**src/rtl/pulse_meas.sv**
```systemverilog
// Pulse period / high-time meter driven by upstream edge strobes, with a
// single-entry record register. Optional inactivity abort: PULSE_MEAS_TIMEOUT_EN.
module pulse_meas #(
  parameter int CNT_WIDTH      = 16,
  parameter int TIMEOUT_CYCLES = 65535
) (
  input  logic                 clk_i,
  input  logic                 rst_ni,
  input  logic                 clr_i,
  input  logic                 en_i,
  input  logic                 r_edge_i,
  input  logic                 f_edge_i,
  output logic                 valid_o,
  input  logic                 ready_i,
  output logic [CNT_WIDTH-1:0] period_o,
  output logic [CNT_WIDTH-1:0] high_o,
  output logic                 sat_o,
  output logic                 overrun_o,
  output logic                 timeout_o
);

  typedef enum logic [1:0] {IDLE, HIGH, LOW} state_e;

  localparam logic [CNT_WIDTH-1:0] ONE = CNT_WIDTH'(1);

  if (CNT_WIDTH < 2 || CNT_WIDTH > 32 ||
      64'(TIMEOUT_CYCLES) > ((64'd1 << CNT_WIDTH) - 64'd1)) begin : g_param_check
    $error("pulse_meas: illegal CNT_WIDTH / TIMEOUT_CYCLES combination");
  end

  state_e                 state_q, state_d;
  logic [CNT_WIDTH-1:0]   period_q, period_d;
  logic [CNT_WIDTH-1:0]   high_q, high_d;
  logic                   sat_q, sat_d;
  logic                   capture;
  logic                   to_fire;

  logic                   valid_q, overrun_q, timeout_q;
  logic [CNT_WIDTH-1:0]   rec_period_q, rec_high_q;
  logic                   rec_sat_q;

  // A strobe only counts when its opposite is absent; a simultaneous pair is noise.
  logic rise, fall;
  assign rise = r_edge_i & ~f_edge_i;
  assign fall = f_edge_i & ~r_edge_i;

  logic                 period_max, high_max;
  logic [CNT_WIDTH-1:0] period_inc, high_inc;
  assign period_max = &period_q;
  assign high_max   = &high_q;
  assign period_inc = period_max ? period_q : period_q + ONE;
  assign high_inc   = high_max   ? high_q   : high_q + ONE;

  logic timeout_hit;
`ifdef PULSE_MEAS_TIMEOUT_EN
  localparam logic [CNT_WIDTH-1:0] TIMEOUT_VAL = CNT_WIDTH'(TIMEOUT_CYCLES);
  assign timeout_hit = (period_q == TIMEOUT_VAL);
`else
  assign timeout_hit = 1'b0;
`endif

  always_comb begin
    // NOTE: every output of this block gets a default first, so no path can infer a latch.
    state_d  = state_q;
    period_d = period_q;
    high_d   = high_q;
    sat_d    = sat_q;
    capture  = 1'b0;
    to_fire  = 1'b0;

    if (en_i) begin
      case (state_q)
        IDLE: begin
          if (rise) begin
            state_d  = HIGH;
            period_d = ONE;
            high_d   = ONE;
            sat_d    = 1'b0;
          end
        end
        HIGH: begin
          if (rise) begin
            // Missed falling edge: restart the measurement without a record.
            period_d = ONE;
            high_d   = ONE;
            sat_d    = 1'b0;
          end else if (fall) begin
            state_d  = LOW;
            period_d = period_inc;
            sat_d    = sat_q | period_max;
          end else if (timeout_hit) begin
            state_d  = IDLE;
            period_d = '0;
            high_d   = '0;
            to_fire  = 1'b1;
          end else begin
            period_d = period_inc;
            high_d   = high_inc;
            sat_d    = sat_q | period_max | high_max;
          end
        end
        LOW: begin
          if (rise) begin
            capture  = 1'b1;
            state_d  = HIGH;
            period_d = ONE;
            high_d   = ONE;
            sat_d    = 1'b0;
          end else if (timeout_hit) begin
            state_d  = IDLE;
            period_d = '0;
            high_d   = '0;
            to_fire  = 1'b1;
          end else begin
            period_d = period_inc;
            sat_d    = sat_q | period_max;
          end
        end
        default: state_d = IDLE;
      endcase
    end
  end

  always_ff @(posedge clk_i or negedge rst_ni) begin
    // NOTE: non-blocking assignments so every register samples the pre-edge values.
    if (!rst_ni) begin
      state_q      <= IDLE;
      period_q     <= '0;
      high_q       <= '0;
      sat_q        <= 1'b0;
      valid_q      <= 1'b0;
      overrun_q    <= 1'b0;
      timeout_q    <= 1'b0;
      rec_period_q <= '0;
      rec_high_q   <= '0;
      rec_sat_q    <= 1'b0;
    end else if (clr_i) begin
      state_q   <= IDLE;
      period_q  <= '0;
      high_q    <= '0;
      sat_q     <= 1'b0;
      valid_q   <= 1'b0;
      overrun_q <= 1'b0;
      timeout_q <= 1'b0;
    end else begin
      state_q   <= state_d;
      period_q  <= period_d;
      high_q    <= high_d;
      sat_q     <= sat_d;
      timeout_q <= to_fire;
      if (capture) begin
        if (valid_q && !ready_i) begin
          // Consumer still holds the previous record: keep it, flag the loss.
          overrun_q <= 1'b1;
        end else begin
          rec_period_q <= period_q;
          rec_high_q   <= high_q;
          rec_sat_q    <= sat_q;
          valid_q      <= 1'b1;
        end
      end else if (valid_q && ready_i) begin
        valid_q <= 1'b0;
      end
    end
  end

  assign valid_o   = valid_q;
  assign period_o  = rec_period_q;
  assign high_o    = rec_high_q;
  assign sat_o     = rec_sat_q;
  assign overrun_o = overrun_q;
  assign timeout_o = timeout_q;

endmodule

```
**config.mk**
```make
export PLATFORM = sky130hd
export DESIGN_NAME = pulse_meas
export DESIGN_NICKNAME = d
export VERILOG_FILES = /design/src/rtl/pulse_meas.sv
export SDC_FILE = /design/constraint.sdc
export NUM_CORES = 1
export LEC_CHECK = 0
export ABC_AREA = 0
export CORE_MARGIN = 3
export CORE_UTILIZATION = 30
export CTS_CLUSTER_DIAMETER = 40
export DETAILED_ROUTE_END_ITERATION = 10
export GPL_TIMING_DRIVEN = 1
export PLACE_DENSITY = 0.45
export SETUP_SLACK_MARGIN = 0.5
export SLEW_MARGIN = 10
export SYNTH_ARGS = -nofsm -noshare
export SYNTH_HDL_FRONTEND = slang
export SYNTH_SLANG_ARGS = --single-unit
```
**constraint.sdc**
```tcl
create_clock -name clk_i -period 4.2 [get_ports clk_i]
set_clock_uncertainty 0.05 [all_clocks]
set_input_delay 1.26 -clock clk_i [delete_from_list [all_inputs] [get_ports clk_i]]
set_output_delay 1.26 -clock clk_i [all_outputs]
set_load 0.01 [all_outputs]
```
==> results.py, run 1 <==
metrics = {
    "run_status": {
        "status": "finished, final reports clean",
    },
    "detailed_routing": {
        "drt-total-wl_um": 7120,
        "dr_wl_met2_um": 3200,
        "drt_first_pass_iters": 4,
        "vias": 2446,
        "dr_wl_met3_um": 308,
        "postRouteAntennaNets": 0,
        "viasPerCell": 4.84,
        "drt-initial-drc-count": 104,
        "wl_per_cell_um": 14.1,
        "wl_met1_um": 3540,
        "top_layer": "met4",
        "route.detailed.drc": 0,
    },
    "timing": {
        "hold_viol": 0,
        "period_share": 0.793,
        "setup_viol": 0,
        "slew-limit-headroom": 0.516,
        "worst_pin_slew_ns": 0.726,
        "fin_crit_ns": 3.33,
        "setup_tns_ns": 0,
        "slew_viol_final": 0,
        "max_freq_mhz": 300,
        "rsz0062_at_grt": "no",
    },
    "clock_tree": {
        "post_cts_buffers": 0,
        "cts_tree": "done",
        "root_buffer": "clkbuf_16",
        "clock-sinks": 70,
        "clkLatencyLatePin_ns": 0.32,
        "cts_buffer_depth": 2,
        "cts_resized": 0,
        "postCtsHoldBufs": 0,
        "ctsHtreeMaxLevel": 3,
        "clkSlewWorstSetupHoldPaths_ns": 0.06,
        "cts_buffers": 9,
    },
    "cells_and_area": {
        "n_fill_cell": 1095,
        "stdcell_count": 505,
        "nets": 373,
        "regArea_sq_um": 1750,
        "multi_input_area_sq_um": 1520,
        "fin_util": 0.390,
        "area_growth_pct": 26.0,
        "fin_area_sq_um": 4270,
        "layout-drive-gt1-share": 0.173,
        "diodes": 0,
    },
    "pwr": {
        "peakVddDrop_uv": 181,
        "power_mw": 1.61,
        "p_comb_frac": 0.085,
        "power_density_nw_per_um2": 377,
        "p_sw_uw": 368,
        "p_leak_nw": 1.83,
        "netSwitchingFraction": 0.229,
        "p_seq_frac": 0.441,
        "p_int_mw": 1.24,
        "p_clk_frac": 0.474,
    },
    "floorplan": {
        "core_area_sq_um": 10900,
        "fp-row-count": 38,
        "die_y_um": 112,
        "fp.dieW_um": 112,
        "dieArea_sq_um": 12600,
        "ios": 43,
        "start_util": 0.309,
    },
    "global_route": {
        "grt_first_pass_wirelength_um": 12700,
        "grt_max_degree": 42,
        "grt_util_all_layers": 0.123,
        "grt_pass1_vias": 2545,
        "overflow": 0,
        "antenna_found_initial": 0,
    },
    "synth": {
        "synth_ff_type": "dfrtp_1",
        "yosysWarningCount": 0,
        "synth-edff-count": 0,
        "yosysSeqAreaShare": 0.518,
        "ys_seq_elements": 70,
        "syn_area_per_cell_sq_um": 10.8,
        "netlist_area_sq_um": 3380,
        "synth_area_leaders": "dfrtp_1, mux2_2, xnor2_1",
        "synth_cells": 312,
        "synth_top_area_share": 0.518,
        "synth_top_cell_by_area": "dfrtp_1",
        "async_flop_share": 1.00,
        "synth_cell_types": 52,
        "synthesis.nets": 325,
    },
    "critical_path": {
        "end_kind": "flip-flop",
        "crit_required_ns": 4.36,
        "path_max_fanout": 16,
        "start_kind": "primary input",
        "crit_arrival_ns": 3.49,
        "critPathKind": "primary input to flip-flop",
    },
    "worst_hold_path": {
        "hold_class": "flip-flop to flip-flop",
    },
    "placement": {
        "dp_cells": 489,
        "dpl-instance-area_sq_um": 3960,
        "port_buffers": 41,
        "routabilityCongestion": 0.874,
        "hpwl_um": 5110,
    },
    "run": {
        "maxCapViolations": 0,
    },
}
==> metal layers <==
layer  vias to the layer above  GRT usage
met5                         -          0
met4                         0     0.0457
met3                         7     0.0318
met2                        44      0.184
met1                      1195      0.172
li1                       1200          -
==> placed cells by master, fill, tap and decap left out, types with 6 or more instances in the layout <==
| cell type | netlist | routed |
|---|---|---|
| nand2_1 | 17 | 17 |
| clkdlybuf4s50_1 | 0 | 40 |
| o21ai_0 | 10 | 10 |
| nand3_1 | 13 | 13 |
| mux2_2 | 34 | 34 |
| nand4_1 | 9 | 9 |
| nor3_1 | 12 | 11 |
| clkbuf_16 | 0 | 9 |
| dfrtp_1 | 70 | 70 |
| buf_4 | 2 | 7 |
| xnor2_1 | 17 | 17 |
| nor4_1 | 6 | 6 |
| a21oi_1 | 6 | 6 |
| ha_1 | 6 | 6 |
| inv_1 | 10 | 10 |
| nor2_1 | 39 | 39 |
==> path summary, 6_finish.rpt <==
check	start	end	slack [ns]	depth (start not counted)
hold / removal	high_o[4]	high_o[4]	0.45	1
min in group asynchronous	rst_ni	high_o[5]	0.94	1
setup reg to reg	state_q[0]	high_q[0]	1.33	7
setup / recovery	f_edge_i	high_q[0]	0.87	6
max in group asynchronous	rst_ni	sat_o	2.49	2
hold reg to reg	high_o[4]	high_o[4]	0.45	1
==> per-stage QoR <==
| step | worst slack [ns] | hold WS (ns) |
|---|---|---|
| final | 0.869 | 0.453 |
| after global routing | 0.681 | 0.472 |
| after CTS | 0.876 | 0.458 |
| after detailed placement | 0.535 | 0.445 |
| after global placement | 0.595 | 0.439 |
| after floorplan | 1.18 | 0.417 |
==> area by class of cell <==
type,count,share of cell area
Tap cell,140,0.0411
Sequential cell,70,0.411
Multi-Input combinational cell,220,0.356
Timing Repair Buffer,49,0.112
Inverter,10,0.00880
Clock inverter,3,0.00997
Clock buffer,13,0.0610
==> flip-flops by register name, indices dropped and copies added (netlist names) <==
register   flops
high_o        16
high_q        16
overrun_o      1
period_o      16
period_q      16
sat_o          1
sat_q          1
state_q        2
valid_o        1
==> Yosys cell counts (3+ instances only) <==
master and count:
dfrtp_1 70, nor2_1 39, mux2_2 34, nand2_1 17
xnor2_1 17, nand3_1 13, nor3_1 12, inv_1 10
o21ai_0 10, nand4_1 9, a21oi_1 6, ha_1 6
nor4_1 6, buf_2 4, a31oi_1 3, and2_1 3
and3_1 3, buf_6 3, clkbuf_1 3, nor2b_1 3
xor2_1 3
==> logic make-up (layout without fill, tap and decap cells) <==
logic type,after synthesis,after routing,share of synthesized area
fa+ha+maj,6,6,0.0222
xor+xnor,20,20,0.0518
simple gates,118,118,0.174
compound gates,39,39,0.0795
mux,36,36,0.119
other cells,1,1,0.00111
buf+inv,22,75,0.0347
flops,70,70,0.518
==> worst max-delay path, stage by stage <==
cell	delay, ns
clkdlybuf4s50_1	0.54
nand3b_1	0.19
nor2_1	0.08
a311oi_2	0.55
or2_1	0.49
mux2_2	0.38
==> power by group through the flow <==
stage	sequential (mW)	combinational [mW]	clock, mW
6_report	0.709	0.137	0.762
5_1_grt	0.712	0.155	0.820
4_1_cts	0.709	0.140	0.791
3_5_place_dp	0.721	0.139	0
3_3_place_gp	0.721	0.140	0
2_1_floorplan	0.721	0.0810	0
Power figures use the tool's default switching activity.
==> run 2, diff against run 1 <==
--- a/config.mk
+++ b/config.mk
@@ -11,7 +11,7 @@
 export CTS_CLUSTER_DIAMETER = 40
 export DETAILED_ROUTE_END_ITERATION = 10
 export GPL_TIMING_DRIVEN = 1
-export PLACE_DENSITY = 0.45
+export PLACE_DENSITY = 0.47
 export SETUP_SLACK_MARGIN = 0.5
 export SLEW_MARGIN = 10
 export SYNTH_ARGS = -nofsm -noshare
==> constraint.sdc (replaced) <==
create_clock -name clk_i -period 3 [get_ports clk_i]
set_clock_uncertainty 0.05 [all_clocks]
set_input_delay 0.9 -clock clk_i [delete_from_list [all_inputs] [get_ports clk_i]]
set_output_delay 0.9 -clock clk_i [all_outputs]
set_load 0.01 [all_outputs]
==> run 2 against run 1 <==
  * Wire length is 6.7% higher
  * Sequential share of layout area decreased by 1.5 points
  * Global-route usage is 0.66 points higher
  * Clock power increased by 42%
  * Non-clock buffer count is 15 higher
  * Sequential power grew 40%
  * Critical path depth up 2
  * Final area rose by 3.9%
  * Utilization rose by 1.5 points
  * Count of clock-buffer cells in the layout is 3 lower
  * Cell count increased by 3.0%
  * Die area did not move
  * Critical endpoint is now high_o[12]
  * Highest routed layer unchanged
==> results.py, run 2 (same netlist as run 1, synthesis figures left out) <==
metrics = {
    "run_status": {
        "status": "finished, final reports clean",
    },
    "placement": {
        "hpwl_um": 5390,
        "port_buffers": 41,
        "routabilityCongestion": 0.774,
        "dpl-instance-area_sq_um": 4070,
    },
    "cells_and_area": {
        "layout_common_cells": "dfrtp_1, nor2_1, clkdlybuf4s50_1",
        "fin_util": 0.405,
        "area_growth_pct": 30.9,
        "n_fill_cell": 1108,
        "layout-drive-gt1-share": 0.224,
        "fin_area_sq_um": 4430,
        "nets": 388,
        "diodes": 0,
        "layout_commonest_cell": "dfrtp_1",
    },
    "clock_tree": {
        "ctsHtreeMaxLevel": 3,
        "root_buffer": "clkbuf_16",
        "clock-sinks": 70,
        "clkSlewWorstSetupHoldPaths_ns": 0.06,
        "cts_buffers": 9,
        "clkLatencyLatePin_ns": 0.33,
        "cts_tree": "done",
        "postCtsHoldBufs": 0,
        "cts_buffer_depth": 2,
    },
    "critical_path": {
        "r2r_start": "state_q[0]",
        "path_max_fanout": 7,
        "rr_worst_depth": 7,
        "critPathKind": "primary input to flip-flop",
        "crit_path_end": "high_o[12]",
        "crit_required_ns": 3.15,
        "start_kind": "primary input",
        "end_kind": "flip-flop",
        "worst_r2r_endpoint": "high_q[12]",
        "reg2reg_slack_ns": 0.73,
        "crit_arrival_ns": 2.45,
        "startpoint": "r_edge_i",
    },
    "detailed_routing": {
        "route.detailed.drc": 0,
        "drt-initial-drc-count": 76,
        "vias": 2587,
        "viasPerCell": 4.98,
        "drt_first_pass_iters": 4,
        "wl_per_cell_um": 14.6,
        "postRouteAntennaNets": 0,
        "drt-total-wl_um": 7600,
    },
    "timing": {
        "setup_viol": 0,
        "worst_pin_slew_ns": 0.646,
        "max_freq_mhz": 435,
        "hold_viol": 0,
        "setup_tns_ns": 0,
        "rsz0062_at_grt": "no",
        "slew_viol_final": 0,
        "period_share": 0.767,
        "slew-limit-headroom": 0.569,
        "fin_crit_ns": 2.30,
    },
    "pwr": {
        "p_sw_uw": 555,
        "p_seq_frac": 0.435,
        "p_leak_nw": 1.95,
        "netSwitchingFraction": 0.243,
        "p_clk_frac": 0.472,
        "peakVddDrop_uv": 276,
        "power_density_nw_per_um2": 515,
        "p_int_mw": 1.73,
        "p_comb_frac": 0.093,
    },
    "floorplan": {
        "fp.dieW_um": 112,
        "ios": 43,
        "die_y_um": 112,
        "fp-row-count": 38,
        "dieArea_sq_um": 12600,
        "core_area_sq_um": 10900,
        "start_util": 0.309,
    },
    "worst_hold_path": {
        "hold_class": "flip-flop to flip-flop",
    },
    "run": {
        "maxCapViolations": 0,
    },
    "global_route": {
        "grt_max_degree": 27,
        "grt_first_pass_wirelength_um": 13300,
        "grt_util_all_layers": 0.130,
        "overflow": 0,
        "antenna_found_initial": 0,
        "grt_pass1_vias": 2654,
    },
}
-- run 2: cell count changes in the layout (fill, tap and decap cells not counted), moves of 2 or more --
cell             change
buf_4               +11
clkdlybuf4s50_1      -4
buf_6                +3
dlymetal6s2s_1       +3
clkbuf_1             -2
clkinv_2             +2
nor2_1               -2
nor2_2               +2
-- run 2: worst min-delay path by stage --
| stage | from | end | depth (start not counted) | slack, ns |
|---|---|---|---|---|
| floorplan | sat_q | sat_q | 1 | 0.42 |
| global placement | high_o[12] | high_o[12] | 1 | 0.44 |
| detailed placement | period_o[6] | period_o[6] | 1 | 0.44 |
| CTS | high_o[9] | high_o[9] | 1 | 0.46 |
| global route | high_o[9] | high_o[9] | 1 | 0.46 |
| finish | high_o[3] | high_o[3] | 1 | 0.45 |
-- run 2: repair_timing --
action                     CTS  global route
setup endpoints to repair   34            46
buffers inserted             2             0
cloned                       1             0
gates resized for setup      9             4
-- run 2: final cells by class --
| class | count | area, sq um | area share |
|---|---|---|---|
| Clock inverter | 6 | 61.3 | 0.0138 |
| Clock buffer | 10 | 239 | 0.0539 |
| Multi-Input combinational cell | 220 | 1550 | 0.349 |
| Tap cell | 140 | 175 | 0.0395 |
| Sequential cell | 70 | 1750 | 0.395 |
| Timing Repair Buffer | 64 | 621 | 0.140 |
| Inverter | 10 | 37.5 | 0.00847 |
-- run 2: worst max-delay path: stages --
cell and delay, ns:
dlygate4sd2_1 0.27, nor2b_4 0.18, buf_4 0.12, nand3_1 0.12
nor3_4 0.23, buf_4 0.16, buf_6 0.14, mux2_2 0.34
-- run 2: through the flow --
step	total power, mW	std cells	worst slack [ns]	hold WS [ns]
2_1_floorplan	1.12	312	0.503	0.417
3_3_place_gp	1.22	501	0.103	0.440
3_5_place_dp	1.22	501	0.0763	0.444
4_1_cts	2.31	520	0.470	0.461
5_1_grt	2.38	520	0.575	0.462
6_report	2.28	520	0.699	0.455
-- run 2: layer usage --
metal / global-route usage / vias to the layer above / part of all wire
met1: 0.169 / 1279 / 0.48
met4: 0.0377 / 0 / 0.013
li1: - / 1245 / -
met3: 0.0329 / 9 / 0.033
met5: 0 / - / 0
met2: 0.214 / 54 / 0.47
-- run 2: power groups by stage --
stage,clock (mW),combinational (mW),sequential (mW)
after global placement,0,0.213,1.01
final,1.08,0.213,0.992
after detailed placement,0,0.213,1.01
after CTS,1.10,0.217,0.993
after floorplan,0,0.115,1.01
after global routing,1.14,0.239,0.997
